<file path="config.mk">
export PLATFORM = sky130hd
export DESIGN_NAME = mmio_bus_responder
export DESIGN_NICKNAME = d
export VERILOG_FILES = /design/src/rtl/mmio_bus_responder.sv
export SDC_FILE = /design/constraint.sdc
export NUM_CORES = 1
export LEC_CHECK = 0
export ABC_CLOCK_PERIOD_IN_PS = 6700
export CORE_MARGIN = 8
export CORE_UTILIZATION = 47
export CTS_BUF_LIST = sky130_fd_sc_hd__clkbuf_16
export DETAILED_ROUTE_END_ITERATION = 10
export GPL_TIMING_DRIVEN = 0
export MAX_ROUTING_LAYER = met4
export PLACE_DENSITY = 0.77
export SETUP_SLACK_MARGIN = 0.15
export SLEW_MARGIN = 10
export SYNTH_ARGS = -nofsm -noshare
export SYNTH_HDL_FRONTEND = slang
export SYNTH_SLANG_ARGS = --single-unit
</file>
<file path="constraint.sdc">
create_clock -name clk -period 6.7 [get_ports clk]
set_input_delay 1.005 -clock clk [delete_from_list [all_inputs] [get_ports clk]]
set_output_delay 1.005 -clock clk [all_outputs]
set_load 0.02 [all_outputs]
</file>
<file path="src/rtl/mmio_bus_responder.sv">
// mmio_bus_responder: IO-window responder on the CPU data-memory bus.
// Holds LED / display / SEG_DRV registers, samples switches and buttons
// through two-flop synchronisers, and provides a free-running compare timer
// with a sticky match flag. Read data is registered (one-cycle latency).
// Build option: define MMIO_BTN_EDGE_EN to add the BEDGE button rising-edge
// capture register at offset 0x20; without it that offset reads 0.
module mmio_bus_responder #(
    parameter logic [31:0] BASE_ADDR     = 32'hFFFF_FF00,
    parameter logic [31:0] TIMER_CMP_RST = 32'd1000
) (
    input  logic        clk,
    input  logic        rst,
    input  logic [31:0] address,
    input  logic        readEnable,
    input  logic        writeEnable,
    input  logic [31:0] writeData,
    output logic [31:0] readData,
    output logic        hit,
    input  logic [15:0] sw,
    input  logic [3:0]  btn,
    output logic [7:0]  ledOut,
    output logic [15:0] dispOut,
    output logic [31:0] segNums,
    output logic        timerFlag
);

    // Word index (address[7:2]) of each register in the window.
    localparam logic [5:0] W_SW    = 6'h00;
    localparam logic [5:0] W_BTN   = 6'h01;
    localparam logic [5:0] W_LED   = 6'h02;
    localparam logic [5:0] W_DISP  = 6'h03;
    localparam logic [5:0] W_SEG   = 6'h04;
    localparam logic [5:0] W_TCNT  = 6'h05;
    localparam logic [5:0] W_TCMP  = 6'h06;
    localparam logic [5:0] W_STAT  = 6'h07;
    localparam logic [5:0] W_BEDGE = 6'h08;

    logic [5:0]  word;
    logic        wr_en;
    logic        rd_en;
    logic        timer_match;
    logic [31:0] rd_val;

    logic [15:0] sw_meta_q, sw_sync_q;
    logic [3:0]  btn_meta_q, btn_sync_q;

    logic [31:0] rdata_q;
    logic [7:0]  led_q, led_d;
    logic [15:0] disp_q, disp_d;
    logic [31:0] seg_q, seg_d;
    logic [31:0] tcnt_q, tcnt_d;
    logic [31:0] tcmp_q, tcmp_d;
    logic        flag_q, flag_d;
    logic        ten_q, ten_d;

    // Byte lane bits are meaningless on this word-only bus.
    logic        unused_addr_lsb;
    assign unused_addr_lsb = ^address[1:0];

    assign word        = address[7:2];
    assign hit         = (address[31:8] == BASE_ADDR[31:8]);
    assign wr_en       = writeEnable & hit;
    assign rd_en       = readEnable & hit;
    assign timer_match = ten_q && (tcnt_q == tcmp_q);

    // Two-flop synchronisers for the asynchronous board inputs.
    always_ff @(posedge clk or posedge rst) begin
        if (rst) begin
            sw_meta_q  <= '0;
            sw_sync_q  <= '0;
            btn_meta_q <= '0;
            btn_sync_q <= '0;
        end else begin
            sw_meta_q  <= sw;
            sw_sync_q  <= sw_meta_q;
            btn_meta_q <= btn;
            btn_sync_q <= btn_meta_q;
        end
    end

`ifdef MMIO_BTN_EDGE_EN
    logic [3:0] bedge_q, bedge_d;

    // Edge capture: a bit rises together with btn_sync; a set beats a
    // same-cycle W1C of that bit.
    always_comb begin
        bedge_d = bedge_q;
        if (wr_en && (word == W_BEDGE)) begin
            bedge_d = bedge_q & ~writeData[3:0];
        end
        bedge_d = bedge_d | (btn_meta_q & ~btn_sync_q);
    end

    // Edge capture register.
    always_ff @(posedge clk or posedge rst) begin
        if (rst) begin
            bedge_q <= '0;
        end else begin
            bedge_q <= bedge_d;
        end
    end
`endif

    // Read decode from current (pre-write) register contents.
    always_comb begin
        rd_val = '0;
        case (word)
            W_SW:    rd_val = {16'b0, sw_sync_q};
            W_BTN:   rd_val = {28'b0, btn_sync_q};
            W_LED:   rd_val = {24'b0, led_q};
            W_DISP:  rd_val = {16'b0, disp_q};
            W_SEG:   rd_val = seg_q;
            W_TCNT:  rd_val = tcnt_q;
            W_TCMP:  rd_val = tcmp_q;
            W_STAT:  rd_val = {30'b0, ten_q, flag_q};
`ifdef MMIO_BTN_EDGE_EN
            W_BEDGE: rd_val = {28'b0, bedge_q};
`endif
            default: rd_val = '0;
        endcase
    end

    // Register next-state: timer advance, then CPU writes override it,
    // then a compare match forces the flag set over any W1C.
    always_comb begin
        led_d  = led_q;
        disp_d = disp_q;
        seg_d  = seg_q;
        tcnt_d = tcnt_q;
        tcmp_d = tcmp_q;
        flag_d = flag_q;
        ten_d  = ten_q;

        if (ten_q) begin
            tcnt_d = timer_match ? 32'd0 : tcnt_q + 32'd1;
        end

        if (wr_en) begin
            case (word)
                W_LED:  led_d  = writeData[7:0];
                W_DISP: disp_d = writeData[15:0];
                W_SEG:  seg_d  = writeData;
                W_TCNT: tcnt_d = writeData;
                W_TCMP: tcmp_d = writeData;
                W_STAT: begin
                    if (writeData[0]) begin
                        flag_d = 1'b0;
                    end
                    ten_d = writeData[1];
                end
                default: ;
            endcase
        end

        if (timer_match) begin
            flag_d = 1'b1;
        end
    end

    // Register file and registered read data.
    always_ff @(posedge clk or posedge rst) begin
        if (rst) begin
            rdata_q <= '0;
            led_q   <= '0;
            disp_q  <= '0;
            seg_q   <= '0;
            tcnt_q  <= '0;
            tcmp_q  <= TIMER_CMP_RST;
            flag_q  <= 1'b0;
            ten_q   <= 1'b0;
        end else begin
            if (rd_en) begin
                rdata_q <= rd_val;
            end
            led_q  <= led_d;
            disp_q <= disp_d;
            seg_q  <= seg_d;
            tcnt_q <= tcnt_d;
            tcmp_q <= tcmp_d;
            flag_q <= flag_d;
            ten_q  <= ten_d;
        end
    end

    assign readData  = rdata_q;
    assign ledOut    = led_q;
    assign dispOut   = disp_q;
    assign segNums   = seg_q;
    assign timerFlag = flag_q;

endmodule

</file>
== Word-level counts from Yosys, hierarchy flattened ==
Cells that the tools add are included.

* Register bits: 194
* Bits of input ports: 88
* Output and inout port bits: 90
* Word-level logic and storage cells: 44

* Add/subtract/negate cells: 1
* Equality and inequality tests: 9
* Mux-type cells: 9
* Bitwise operators: 2
* Reduce and logical (&&, ||, !) cells: 11

{| class="wikitable"
|+ Operators with widths
! operator !! number
|-
| 32-bit case mux with 8 select lines || 1
|-
| 32-bit two-way mux || 4
|-
| 32-bit by 1-bit adder with 32-bit output (second input constant) || 1
|-
| 32-bit == test || 1
|-
| 24-bit == test (second input constant) || 1
|-
| 6-bit by 3-bit == test with 1-bit output (second input constant) || 4
|-
| 6-bit by 2-bit == test with 1-bit output (second input constant) || 2
|-
| 2-bit AND reduction || 5
|-
| 6-bit by 1-bit == test with 1-bit output (second input constant) || 1
|-
| 6-bit zero test || 1
|-
| 2-bit nonzero test || 3
|-
| 1-bit two-way mux || 4
|-
| 3-bit AND reduction || 1
|-
| 1-bit AND || 2
|-
| 1-bit logical AND || 1
|}

== Longest topological paths before layout ==
* Depth in word-level cells: 6
* Gate-level depth with buffers: 9
* Gate-level depth less buffers: 6

== Worst setup path before layout ==
OpenSTA, ideal clock, no wires.

* Path kind: in2out
* Start point: input port address[28]
* End point: output port hit
* Arrival: 1.949 ns
* Data required time: 5.695 ns
* Slack: 3.746 ns
* Stages on the path: 4
* Path buffers: 1
* Path through: nand4_1 -> nor4_2 -> and2_1 -> clkbuf_1

* Longest elaborated chain between the ends: 1

{| class="wikitable"
|+ Ends and longest elaborated chain
! item !! RTL line !! text
|-
| from (decl) || 13 || <nowiki>input logic [31:0] address,</nowiki>
|-
| 24-bit == test || 61 || <nowiki>assign hit = (address[31:8] == BASE_ADDR[31:8]);</nowiki>
|-
| to (decl) || 18 || <nowiki>output logic hit,</nowiki>
|}

No other way between the ends.

== Final worst setup path ==
Same ends and word-level chain as after synthesis.

==> summary.md <==
| Metric | Value |
|---|---|
| Post-Syn Area | 8780 sq um |
| CTS tree | done |
| Switching share of total power | 23.5% |
| Vias in the first global route | 7446 |
| Flop-to-flop setup slack | 3660 ps |
| Residual DRC count | 0 |
| Ys flop type | dfrtp_1 |
| Outcome | finished clean |
| Die Ht | ~150 um |
| Max Root-Sink Buffers | 2 |
| Core area | 18500 sq um |
| Leak | between 4 and 5 nW |
| Hold WS | 350 ps |
| Initial core utilization | 47.4% |
| Post-CTS Repair Setup Buffers | 0 |
| Die W | 153 um |
| Slew @ Worst Pin | 1160 ps |
| Detailed-route via count | 7110 |
| Root buffer cell | clkbuf_16 |
| P_sw | 0.557 mW |
| Dpl hpwl | 19300 um |
| Worst clock skew | 9.80 ps |
| Ant diodes | 0 |
| Synth warn | 0 |
| Internal power | about 1.8 mW |
| Starting DRT DRC Count | 796 |
| Worst Hold Endpoint | sw_sync_q[10]$_DFF_PP0_ |
| Arrival @ worst endpoint | 3190 ps |
| Clk sinks | 194 |
| Final setup fails | 0 |
| Async SR Flop Fraction | 100% |
| Comb pwr share | 4.1% |
| Post-CTS sizing | 0 |
| Sequential element share of the synthesized area | 55.4% |
| WP data required | approximately 5700 ps |
| First-pass GRT wire length | 42500 um |
| VDD IR max | around 0.00018 V |
| DR WL/cell | 22.7 um |
| I/O pin count | 178 |
| Hold path cells | 0 |
| Full die area | about 23000 sq um |
| Kind of end point of the critical path | output pin |
| Setup crit start kind | input pin |
| Initial antenna violation count | 0 |
| Hold path startpoint | sw_meta_q[10]$_DFF_PP0_ |
| TritonRoute pass-1 iters | 7 |
| Largest net degree at the start of global routing | 110 |
| Max Cap Viol | 0 |
| Synth unique cells | 49 |
| Worst reg2reg path depth | 7 |
| Hold Buf Count CTS | 0 |
| Power density cells | 206 nW/um^2 |
| Cell row count | 50 |
| FF+latch area | 4860 sq um |
| Post-layout minimum cycle time | 4190 ps |
| Vias per Instance | 6.02 |
| Final WS setup | 2510 ps |
| Max FO, Critical Path | 5 |
| WS Path Type | in -> out |
| Post-synth net total | 830 |
| Post-synth EDFFs | 0 |
| Antenna Nets Post-Route | 0 |
| Clk_lat worst skew | ~450 ps |
| Clk pwr share | 45.8% |
| Worst slack at placement | 2510 ps |
| FF-to-FF End | tcnt_q[19]$_DFF_PP0_ |
| H-tree levels | 4 |
| Min-Delay Path Class | reg -> reg |
| Slew Limit Fails | 0 |
| Multi-input logic area | 3670 sq um |
| Final #Nets | 1024 |
| I/O Buffers | 173 |
| RSZ-0062 raised after global routing | false |
| Fmax achieved | 238 MHz |
| Fraction of layout cells with a size suffix above 1 | 15.2% |
| Mapped Cells | 741 |
| Fillers | 1497 |
| CTS buffer count | 17 |
| RePlAce Congestion | between 0.8 and 0.9 |
| Slew HR | 22.1% |
| Period Utilization, post-route | 62.6% |
| P&R area growth vs syn | 30.8% |
| Syn Area/Cell | between 10 and 15 sq um |
| R2r startpoint | tcnt_q[5]$_DFF_PP0_ |
| Flops & latches, synth | around 190 |
| GRT Overall Usage | 23.8% |
| Clock Pin Slew Worst Setup and Hold Paths | 70 ps |
| Routed wire length | 26800 um |
| Sequential power share | about half |
| Grt total ovfl | 0 |
| Final hold violation count | 0 |
==> Yosys cell counts, drive strengths merged (16+ instances only) <==
cell    instances  area [sq um]
xnor2          32           280
nand4          21           146
dfrtp         188          4700
nor2           16          60.1
a22oi          27           203
nor4           17           119
clkbuf         39           146
nand3          25           125
a22o           16           140
o31ai          28           215
o21ai          25           125
xor2           24           210
a222oi         26           260
nand2          64           240
mux2           89          1000
==> metrics by stage <==
step                      util, %  power (mW)  instance area, sq um  TNS (ps)  std cells
after global placement       58.3        1.30                 10800   -365780       1148
after global routing         62.0        2.43                 11500         0       1182
final                        62.0        2.36                 11500         0       1182
after floorplan                 -        1.23                  8780         0        741
after CTS                    62.0        2.38                 11500         0       1182
after detailed placement     58.6        1.31                 10900         0       1150
==> flip-flops by register name (all words and copies together) (netlist names) <==
register,flops
readData,32
segNums,32
tcmp_q,32
tcnt_q,32
dispOut,16
sw_meta_q,16
sw_sync_q,16
ledOut,8
btn_meta_q,4
btn_sync_q,4
ten_q,1
timerFlag,1
==> cell type report <==
cell class | instances | share of cell area [%]
Clock buffer | 17 | 3.70
Inverter | 12 | 0.458
Tap cell | 234 | 2.55
Sequential cell | 194 | 42.3
Buffer | 51 | 1.79
Clock inverter | 15 | 1.81
Multi-Input combinational cell | 484 | 32.0
Timing Repair Buffer | 175 | 15.4
==> cells by family after synthesis <==
family | synth area share (%)
AOI/OAI and AO/OA | 11.8
and+or+nand+nor | 12.6
adders and majority gates | 0.143
muxes | 11.6
DFF | 55.4
buffers and inverters | 2.85
xor gates and xnor gates | 5.59
==> critical path, stage by stage <==
cell	delay [ps]
clkdlybuf4s50_1	450
nand4_1	120
nor4_2	520
and2_1	200
clkbuf_1	190
clkdlybuf4s50_1	690
==> power by group through the flow <==
stage	Combinational (mW)	Clock [mW]	Sequential, mW
floorplan	0.0261	0	1.21
global placement	0.0941	0	1.21
detailed placement	0.0975	0	1.21
CTS	0.0980	1.09	1.19
global route	0.106	1.14	1.19
finish	0.0968	1.08	1.19
==> worst max path at each step <==
| stage | startpoint | end | slack [ps] | cells past startpoint |
|---|---|---|---|---|
| detailed placement | address[28] | hit | 2510 | 6 |
| floorplan | rst | btn_meta_q[0]$_DFF_PP0_ | 420 | 1 |
| global placement | rst | segNums[21]$_DFFE_PP0P_ | -1960 | 2 |
| CTS | address[28] | hit | 2500 | 6 |
| finish | address[28] | hit | 2510 | 6 |
| global route | address[25] | hit | 2390 | 6 |
==> layout by cell type (no fill, tap or decap), types with 17 or more instances in the layout <==
| cell type | instances |
|---|---|
| clkbuf_1 | 39 |
| clkbuf_16 | 17 |
| o31ai_1 | 27 |
| clkdlybuf4s50_1 | 173 |
| a22oi_1 | 27 |
| xnor2_1 | 32 |
| a222oi_1 | 26 |
| mux2_2 | 87 |
| o21ai_0 | 25 |
| nand2_1 | 64 |
| nand4_1 | 20 |
| nand3_1 | 25 |
| xor2_1 | 24 |
| dfrtp_1 | 188 |
==> per-layer routing <==
metal / up-vias / wire length, um / global-route usage, %
li1: 3170 / - / -
met2: 317 / 13000 / 37.8
met3: 42 / 1980 / 4.85
met4: 0 / 577 / 8.58
met5: - / 0 / -
met1: 3581 / 11300 / 29.9
No activity file was read; power rests on OpenSTA's default activity.
